`src/rtl/weight_bias_loader_if.sv`:
```
// Host stream (s_*) plus the per-neuron weight/bias configuration bus.
// The loader uses the slave modport. The host and neuron side uses the master modport.
interface weight_bias_loader_if;
    logic [31:0] s_data;
    logic        s_valid;
    logic        s_ready;
    logic        weightValid;
    logic [31:0] weightValue;
    logic        biasValid;
    logic [31:0] biasValue;
    logic [31:0] config_layer_num;
    logic [31:0] config_neuron_num;

    modport master (
        output s_data, s_valid,
        input  s_ready, weightValid, weightValue, biasValid, biasValue,
               config_layer_num, config_neuron_num
    );

    modport slave (
        input  s_data, s_valid,
        output s_ready, weightValid, weightValue, biasValid, biasValue,
               config_layer_num, config_neuron_num
    );
endinterface

```
`src/rtl/weight_bias_loader.sv`:
```
// Streams numNeuron x (numWeight weights + 1 bias) host words onto the neuron
// configuration bus. Each neuron receives its weights first and then its bias.
module weight_bias_loader #(
    parameter int layerNo     = 1,
    parameter int numNeuron   = 30,
    parameter int firstNeuron = 0,
    parameter int numWeight   = 784
) (
    input  logic                  clk,
    input  logic                  rst,
    input  logic                  start,
    weight_bias_loader_if.slave   bus,
    output logic                  busy,
    output logic                  done
);
    localparam int W_W = $clog2(numWeight + 1);
    localparam int N_W = $clog2(numNeuron + 1);

    typedef enum logic [1:0] {IDLE, LOAD_W, LOAD_B, DONE} state_t;

    state_t         state_reg;
    logic [W_W-1:0] w_cnt_reg;
    logic [N_W-1:0] n_cnt_reg;
    logic           busy_reg;
    logic           done_reg;
    logic           beat;

    assign bus.s_ready = (state_reg == LOAD_W) || (state_reg == LOAD_B);
    assign beat        = bus.s_valid && bus.s_ready;
    assign busy        = busy_reg;
    assign done        = done_reg;

    always_ff @(posedge clk or negedge rst) begin
        if (!rst) begin
            state_reg             <= IDLE;
            w_cnt_reg             <= '0;
            n_cnt_reg             <= '0;
            busy_reg              <= 1'b0;
            done_reg              <= 1'b0;
            bus.weightValid       <= 1'b0;
            bus.biasValid         <= 1'b0;
            bus.weightValue       <= '0;
            bus.biasValue         <= '0;
            bus.config_layer_num  <= '0;
            bus.config_neuron_num <= '0;
        end else begin
            // The valids are single-cycle strobes. Only an accepted beat raises one.
            bus.weightValid <= 1'b0;
            bus.biasValid   <= 1'b0;
            done_reg        <= 1'b0;

            // The neuron number uses the counter value from before this beat's increment.
            if (beat) begin
                bus.config_layer_num  <= 32'(layerNo);
                bus.config_neuron_num <= 32'(firstNeuron) + 32'(n_cnt_reg);
            end

            case (state_reg)
                IDLE: begin
                    if (start) begin
                        state_reg <= LOAD_W;
                        w_cnt_reg <= '0;
                        n_cnt_reg <= '0;
                        busy_reg  <= 1'b1;
                    end
                end
                LOAD_W: begin
                    if (beat) begin
                        bus.weightValid <= 1'b1;
                        bus.weightValue <= bus.s_data;
                        if (w_cnt_reg == W_W'(numWeight - 1)) begin
                            w_cnt_reg <= '0;
                            state_reg <= LOAD_B;
                        end else begin
                            w_cnt_reg <= w_cnt_reg + W_W'(1);
                        end
                    end
                end
                LOAD_B: begin
                    if (beat) begin
                        bus.biasValid <= 1'b1;
                        bus.biasValue <= bus.s_data;
                        if (n_cnt_reg == N_W'(numNeuron - 1)) begin
                            state_reg <= DONE;
                            done_reg  <= 1'b1;
                        end else begin
                            n_cnt_reg <= n_cnt_reg + N_W'(1);
                            state_reg <= LOAD_W;
                        end
                    end
                end
                DONE: begin
                    state_reg <= IDLE;
                    busy_reg  <= 1'b0;
                end
                default: state_reg <= IDLE;
            endcase
        end
    end
endmodule

```
`src/flat_wrapper.sv`:
```
// flat-port wrapper written by rule: the top's interface ports become plain ports
module weight_bias_loader_flat 
#(
    parameter int layerNo     = 1,
    parameter int numNeuron   = 30,
    parameter int firstNeuron = 0,
    parameter int numWeight   = 784
)
  (clk, rst, start, busy, done, bus_s_data, bus_s_valid, bus_s_ready, bus_weightValid, bus_weightValue, bus_biasValid, bus_biasValue, bus_config_layer_num, bus_config_neuron_num);
  weight_bias_loader_if bus_i ();
  input  logic clk;
  input  logic rst;
  input  logic start;
  output logic busy;
  output logic done;
  input wire logic [$bits(bus_i.s_data)-1:0] bus_s_data;
  input wire logic [$bits(bus_i.s_valid)-1:0] bus_s_valid;
  output wire logic [$bits(bus_i.s_ready)-1:0] bus_s_ready;
  output wire logic [$bits(bus_i.weightValid)-1:0] bus_weightValid;
  output wire logic [$bits(bus_i.weightValue)-1:0] bus_weightValue;
  output wire logic [$bits(bus_i.biasValid)-1:0] bus_biasValid;
  output wire logic [$bits(bus_i.biasValue)-1:0] bus_biasValue;
  output wire logic [$bits(bus_i.config_layer_num)-1:0] bus_config_layer_num;
  output wire logic [$bits(bus_i.config_neuron_num)-1:0] bus_config_neuron_num;
  assign bus_i.s_data = bus_s_data;
  assign bus_i.s_valid = bus_s_valid;
  assign bus_s_ready = bus_i.s_ready;
  assign bus_weightValid = bus_i.weightValid;
  assign bus_weightValue = bus_i.weightValue;
  assign bus_biasValid = bus_i.biasValid;
  assign bus_biasValue = bus_i.biasValue;
  assign bus_config_layer_num = bus_i.config_layer_num;
  assign bus_config_neuron_num = bus_i.config_neuron_num;
  weight_bias_loader #(.layerNo(layerNo), .numNeuron(numNeuron), .firstNeuron(firstNeuron), .numWeight(numWeight)) u_core (.clk(clk), .rst(rst), .start(start), .bus(bus_i), .busy(busy), .done(done));
endmodule
```
`config.mk`:
```
export PLATFORM = sky130hd
export DESIGN_NAME = weight_bias_loader_flat
export DESIGN_NICKNAME = d
export VERILOG_FILES = /design/src/rtl/weight_bias_loader_if.sv /design/src/rtl/weight_bias_loader.sv /design/src/flat_wrapper.sv
export SDC_FILE = /design/constraint.sdc
export NUM_CORES = 1
export LEC_CHECK = 0
export ABC_AREA = 1
export CORE_UTILIZATION = 45
export CTS_BUF_LIST = sky130_fd_sc_hd__clkbuf_8
export CTS_CLUSTER_DIAMETER = 100
export DETAILED_ROUTE_END_ITERATION = 6
export GPL_TIMING_DRIVEN = 0
export PLACE_DENSITY = 0.83
export SYNTH_ARGS = -nofsm -noshare
export SYNTH_HDL_FRONTEND = slang
export SYNTH_SLANG_ARGS = --single-unit
```
`constraint.sdc`:
```
create_clock -name clk -period 1.8 [get_ports clk]
set_input_delay 0.36 -clock clk [delete_from_list [all_inputs] [get_ports clk]]
set_output_delay 0.36 -clock clk [all_outputs]
set_load 0.005 [all_outputs]
```
==> results.toml, run 1 <==
[run_status]
status = "finished clean"

[power_and_ir_drop]
leakage_uw = 0.00311
p_seq_frac = 0.399
switching_share = 0.339
vdd_drop_max_mv = 0.787
power_frac_comb = 0.424
p_per_area_nw_per_um2 = 1350
switchingPower_uw = 2720
internal_power_uw = 5310
clkPwrFrac = 0.177

[sta]
slew_headroom = 0.618
layout_setup_ws_ns = 0.0675
setup_violations = 0
finalHoldViolCount = 0
skew_ns = 0.0117
fin_crit_sh = 0.962
period_needed_ns = 1.73
max_slew.worst_pin.slew_ns = 0.573
rsz0062_at_grt = "false"
final-max-slew-violation-count = 0
fmax_mhz = 577

[global_route]
grt_pass1_wl_um = 15900
antenna_found_initial = 0
grt_max_degree = 50
grtUsageTotal = 0.207
overflow = 0
grt_pass1_vias = 3319

[critical_path]
path_class = "flip-flop to output port"
timing.rr.start = "u_core.state_reg[1]"
crit_path_end_kind = "output port"
ff2ff_path_depth = 7
crit_path_start_kind = "flip-flop"
arrival_ns = 1.37
r2r_slack_ns = 0.15
worst_ep_required_time_ns = 1.44
crit_fanout = 4
r2r-end = "u_core.bus.biasValue[30]"

[min_path]
holdPathEnd = "u_core.bus.config_layer_num[0]"
worstHoldStart = "u_core.bus.config_layer_num[0]"
hold_depth = 2
hp-class = "flip-flop to flip-flop"

[clock_network]
clk_latency_ns = 0.36
cts.sinks = 91
cts_tree = "done"
numCtsBuffers = 9
cts-root-buf = "clkbuf_8"
cts-htree-levels = 3
clk_pin_slew_ns = 0.09
clockBufferDepth = 2

[finish]
fillers = 758
diodes = 0
nNetsFinal = 702
syn_to_final_growth_pct = 40.3
multi_input_area_um2 = 1430
finalCoreUtilization = 0.648
seqCellArea_um2 = 2280
drive_gt1_frac = 0.167

[drt]
drtAntennaViolNets = 0
num_vias = 3479
wire_per_inst_um = 12.6
drc_errors = 0
drtIter0Drc = 123
drt_wl_total_um = 9750
drt_first_pass_iters = 6
post_drt_via_cell_ratio = 4.49

[synthesis]
synth-xor-area-share = 0.0144
netlist_area_um2 = 4250
synthMostInstantiatedCell = "nand2_1"
synth_compound_area_frac = 0.0919
synth_fa_ha_area_frac = 0.0206
yosys-top-cells-count = "nand2_1, dfrtp_1, buf_4"
yosysWarnings = 0
ys_seq_area_frac = 0.536
syn_inst = 477
synthMuxAreaShare = 0.00530
synthArstFlopShare = 1.00
syn-mean-instance-area_um2 = 8.91
ys_ff_latch = 91
synth_top_cell_by_area = "dfrtp_1"
yosysTopAreaCellShare = 0.536
synth-edff-count = 0
synth_top_family_by_area = "buffers and inverters"
yosys.area_share.simple = 0.154
synth.distinct_cells = 26
synthTopCellsByArea = "dfrtp_1, buf_4, nand2_1, inv_1, o21ai_0"
synth_ff_type = "dfrtp_1"

[job]
max-cap-violations = 0

[floorplan]
die_w_um = 99.2
start_util = 0.462
io-pin-count = 169
row_count = 35
dieArea_um2 = 9830
core_area_um2 = 9200
die_h_um = 99.2

[place]
hpwl_um = 7250
port_buffers = 110
gp_congestion = 0.805
post-place-ws_ns = -0.115
cell families (layout without fill, tap and decap cells):
family,count (synthesis),in the layout
and+or+nand+nor,154,154
buffers and inverters,137,267
DFF,91,91
AOI/OAI and AO/OA,78,78
adders and majority gates,7,7
xor gates and xnor gates,7,7
muxes,2,2
other,1,58
power groups by stage:
| stage | Sequential [µW] | Clock, µW | Combinational, µW |
|---|---|---|---|
| detailed placement | 3240 | 0 | 3380 |
| CTS | 3200 | 1430 | 3430 |
| global route | 3280 | 1530 | 3770 |
| floorplan | 3240 | 0 | 1420 |
| global placement | 3210 | 0 | 3290 |
| finish | 3210 | 1420 | 3410 |
critical path: stages, from the launching register on:
cell           delay [ns]
dfrtp_1              0.38
inv_2                0.06
ha_1                 0.30
dlygate4sd2_1        0.28
layout make-up:
class                           count  share of cell area
Sequential cell                    91               0.382
Multi-Input combinational cell    306               0.240
Timing Repair Buffer              114               0.193
Buffer                             73              0.0871
Inverter                           64              0.0407
Tap cell                          111              0.0233
Clock buffer                       10              0.0231
Clock inverter                      6              0.0107
how the worst max path moves through the flow:
stage          slack, ns  cells after the start                               to                 from
3_5_place_dp       -0.11                      5         u_core.bus.biasValue[15]          bus_s_valid
3_3_place_gp       -2.82                      1              u_core.w_cnt_reg[9]                  rst
4_1_cts             0.03                      6          u_core.bus.biasValue[8]  u_core.state_reg[1]
2_1_floorplan       0.27                      5  u_core.bus.config_neuron_num[3]  u_core.state_reg[0]
5_1_grt            0.006                      7         u_core.bus.biasValue[15]  u_core.state_reg[1]
6_report            0.07                      3                      bus_s_ready  u_core.state_reg[1]
what timing repair did:
action	CTS	global route
resized for setup	2	7
pin swaps	0	0
endpoints found under the setup margin	11	14
buffers inserted	2	0
hold buffers	1	0
endpoints found under the hold margin	1	0
stage by stage:
stage          cells  total power (µW)  cell area, µm²  setup TNS [ns]  hold WS (ns)
2_1_floorplan    534              4660            4460               0        0.0644
3_3_place_gp     755              6490            5700         -256.93         0.446
3_5_place_dp     756              6620            5730           -1.31         0.393
4_1_cts          775              8070            5950               0         0.475
5_1_grt          775              8580            5960               0         0.510
6_report         775              8030            5960               0         0.468
per-layer routing:
layer  track usage  up-vias  routed length [µm]
met5             0        -                   0
met4        0.0826        0                 148
met3        0.0647       15                 803
met2         0.346      135                4740
met1         0.250     1608                4060
li1              -     1721                   -
placed cells by master (no fill, tap or decap), types with 10 or more instances in the layout:
cell,synthesis,routed
nand2_1,117,117
o21ai_0,43,43
nor2_1,14,14
o21ai_1,33,33
buf_4,59,62
inv_1,58,58
conb_1,1,58
clkbuf_8,0,10
clkdlybuf4s50_1,0,108
dfrtp_1,91,91
Power figures use the tool's default switching activity.
==> run 2: changes to the inputs <==
--- a/config.mk
+++ b/config.mk
@@ -6,12 +6,14 @@
 export NUM_CORES = 1
 export LEC_CHECK = 0
 export ABC_AREA = 1
+export CAP_MARGIN = 20
 export CORE_UTILIZATION = 45
 export CTS_BUF_LIST = sky130_fd_sc_hd__clkbuf_8
 export CTS_CLUSTER_DIAMETER = 100
 export DETAILED_ROUTE_END_ITERATION = 6
 export GPL_TIMING_DRIVEN = 0
 export PLACE_DENSITY = 0.83
+export SKIP_LAST_GASP = 1
 export SYNTH_ARGS = -nofsm -noshare
 export SYNTH_HDL_FRONTEND = slang
 export SYNTH_SLANG_ARGS = --single-unit
==> results of run 2 <==
The final DEF is identical to that of run 1; final timing and power are the same.
==> run 3: changes to the inputs <==
--- a/config.mk
+++ b/config.mk
@@ -17,3 +17,4 @@
 export SYNTH_ARGS = -nofsm -noshare
 export SYNTH_HDL_FRONTEND = slang
 export SYNTH_SLANG_ARGS = --single-unit
+export TNS_END_PERCENT = 10
==> results.toml, run 3 (synthesis gave the netlist of run 1 again) <==
[place]
gp_congestion = 0.805
placed_cell_area_um2 = 5730
port_buffers = 110
hpwl_um = 7250

[global_route]
antenna_found_initial = 0
grt_pass1_wl_um = 15900
grtUsageTotal = 0.206
grt_pass1_vias = 3315
grt_max_degree = 50
overflow = 0

[floorplan]
row_count = 35
dieArea_um2 = 9830
io-pin-count = 169
die_h_um = 99.2
core_area_um2 = 9200
die_w_um = 99.2
start_util = 0.462

[critical_path]
arrival_ns = 1.40
worst_ep_required_time_ns = 1.44
crit_path_start_kind = "flip-flop"
ff2ff_path_depth = 6
path_class = "flip-flop to output port"
crit_fanout = 4
crit_path_end_kind = "output port"

[finish]
final_cell_area_um2 = 5960
drive_gt1_frac = 0.166
final_cell_mix = "nand2_1, clkdlybuf4s50_1, dfrtp_1"
diodes = 0
final_common_cell = "nand2_1"
nNetsFinal = 702
syn_to_final_growth_pct = 40.2

[sta]
whs_ns = 0.468
final-max-slew-violation-count = 0
setup_violations = 0
fmax_mhz = 569
skew_ns = 0.0137
finalHoldViolCount = 0
max_slew.worst_pin.slew_ns = 0.574
slew_headroom = 0.617
fin_crit_sh = 0.977
period_needed_ns = 1.76
rsz0062_at_grt = "true"
tns_ns = 0

[drt]
drtIter0Drc = 105
drc_errors = 0
drt_first_pass_iters = 4
drt_wl_total_um = 9770
drtAntennaViolNets = 0
num_vias = 3481
post_drt_via_cell_ratio = 4.49
wire_per_inst_um = 12.6

[clock_network]
cts-root-buf = "clkbuf_8"
numCtsBuffers = 9
clk_latency_ns = 0.36
clk_pin_slew_ns = 0.09
cts.sinks = 91
clockBufferDepth = 2
cts-htree-levels = 3
cts_tree = "done"

[run_status]
status = "finished clean"

[min_path]
hp-class = "flip-flop to flip-flop"
hold_depth = 2

[job]
max-cap-violations = 0

[power_and_ir_drop]
leakage_uw = 0.00311
vdd_drop_max_mv = 0.786
p_per_area_nw_per_um2 = 1350
-- run 3: cell types whose count changed in the layout (fill, tap and decap cells not counted) --
cell      change
clkbuf_2      +1
buf_2         +1
inv_1         +1
clkbuf_4      -2
inv_2         -1
-- run 3: final cells by class --
| class | instances | area (µm²) |
|---|---|---|
| multi-input cells | 306 | 1430 |
| clock buffers | 10 | 138 |
| well taps | 111 | 139 |
| plain buffers | 73 | 514 |
| flip-flops and latches | 91 | 2280 |
| inverters | 64 | 243 |
| fillers | 761 | 3240 |
| clock inverters | 6 | 63.8 |
| repair buffers | 114 | 1150 |
-- run 3: final timing paths --
path                                           startpoint                             end  slack, ns
min in group asynchronous                             rst         u_core.bus.biasValue[3]       0.52
min                        u_core.bus.config_layer_num[0]  u_core.bus.config_layer_num[0]       0.47
max reg2reg                           u_core.state_reg[1]        u_core.bus.biasValue[15]       0.11
max in group asynchronous                             rst             u_core.w_cnt_reg[7]       0.62
max                                   u_core.state_reg[1]                     bus_s_ready       0.04
min reg2reg                u_core.bus.config_layer_num[0]  u_core.bus.config_layer_num[0]       0.47
-- run 3: stage by stage --
| stage | instances | worst slack [ns] | total power (µW) | util |
|---|---|---|---|---|
| floorplan | 534 | 0.265 | 4660 | - |
| detailed placement | 756 | -0.115 | 6620 | 0.623 |
| finish | 775 | 0.0416 | 8030 | 0.648 |
| global route | 775 | -0.0522 | 8570 | 0.648 |
| CTS | 775 | -0.0493 | 8070 | 0.647 |
| global placement | 755 | -2.82 | 6490 | 0.620 |
-- run 3: what timing repair did --
action                                  in CTS  in global routing
gates resized for setup                      1                  5
endpoints found under the setup margin      11                 21
hold buffers                                 1                  0
endpoints found under the hold margin        1                  0
setup buffers                                2                  0
pin swaps                                    0                  0
-- run 3: power breakdown --
part / internal (µW) / switching (µW)
combinational: 1850 / 1550
clock: 681 / 741
sequential: 2770 / 430
total: 5300 / 2730
-- run 3: metal layers --
metal | share of wire | up-vias | GRT usage
met4 | 0.015 | 0 | 0.0826
met3 | 0.080 | 15 | 0.0639
met1 | 0.42 | 1616 | 0.250
met2 | 0.48 | 130 | 0.346
met5 | 0 | - | 0
li1 | - | 1720 | -
-- run 3: critical path, cell delays in order (launching register included) --
cell and delay [ns]:
dfrtp_1 0.39, inv_1 0.11, ha_1 0.26, dlygate4sd2_1 0.28
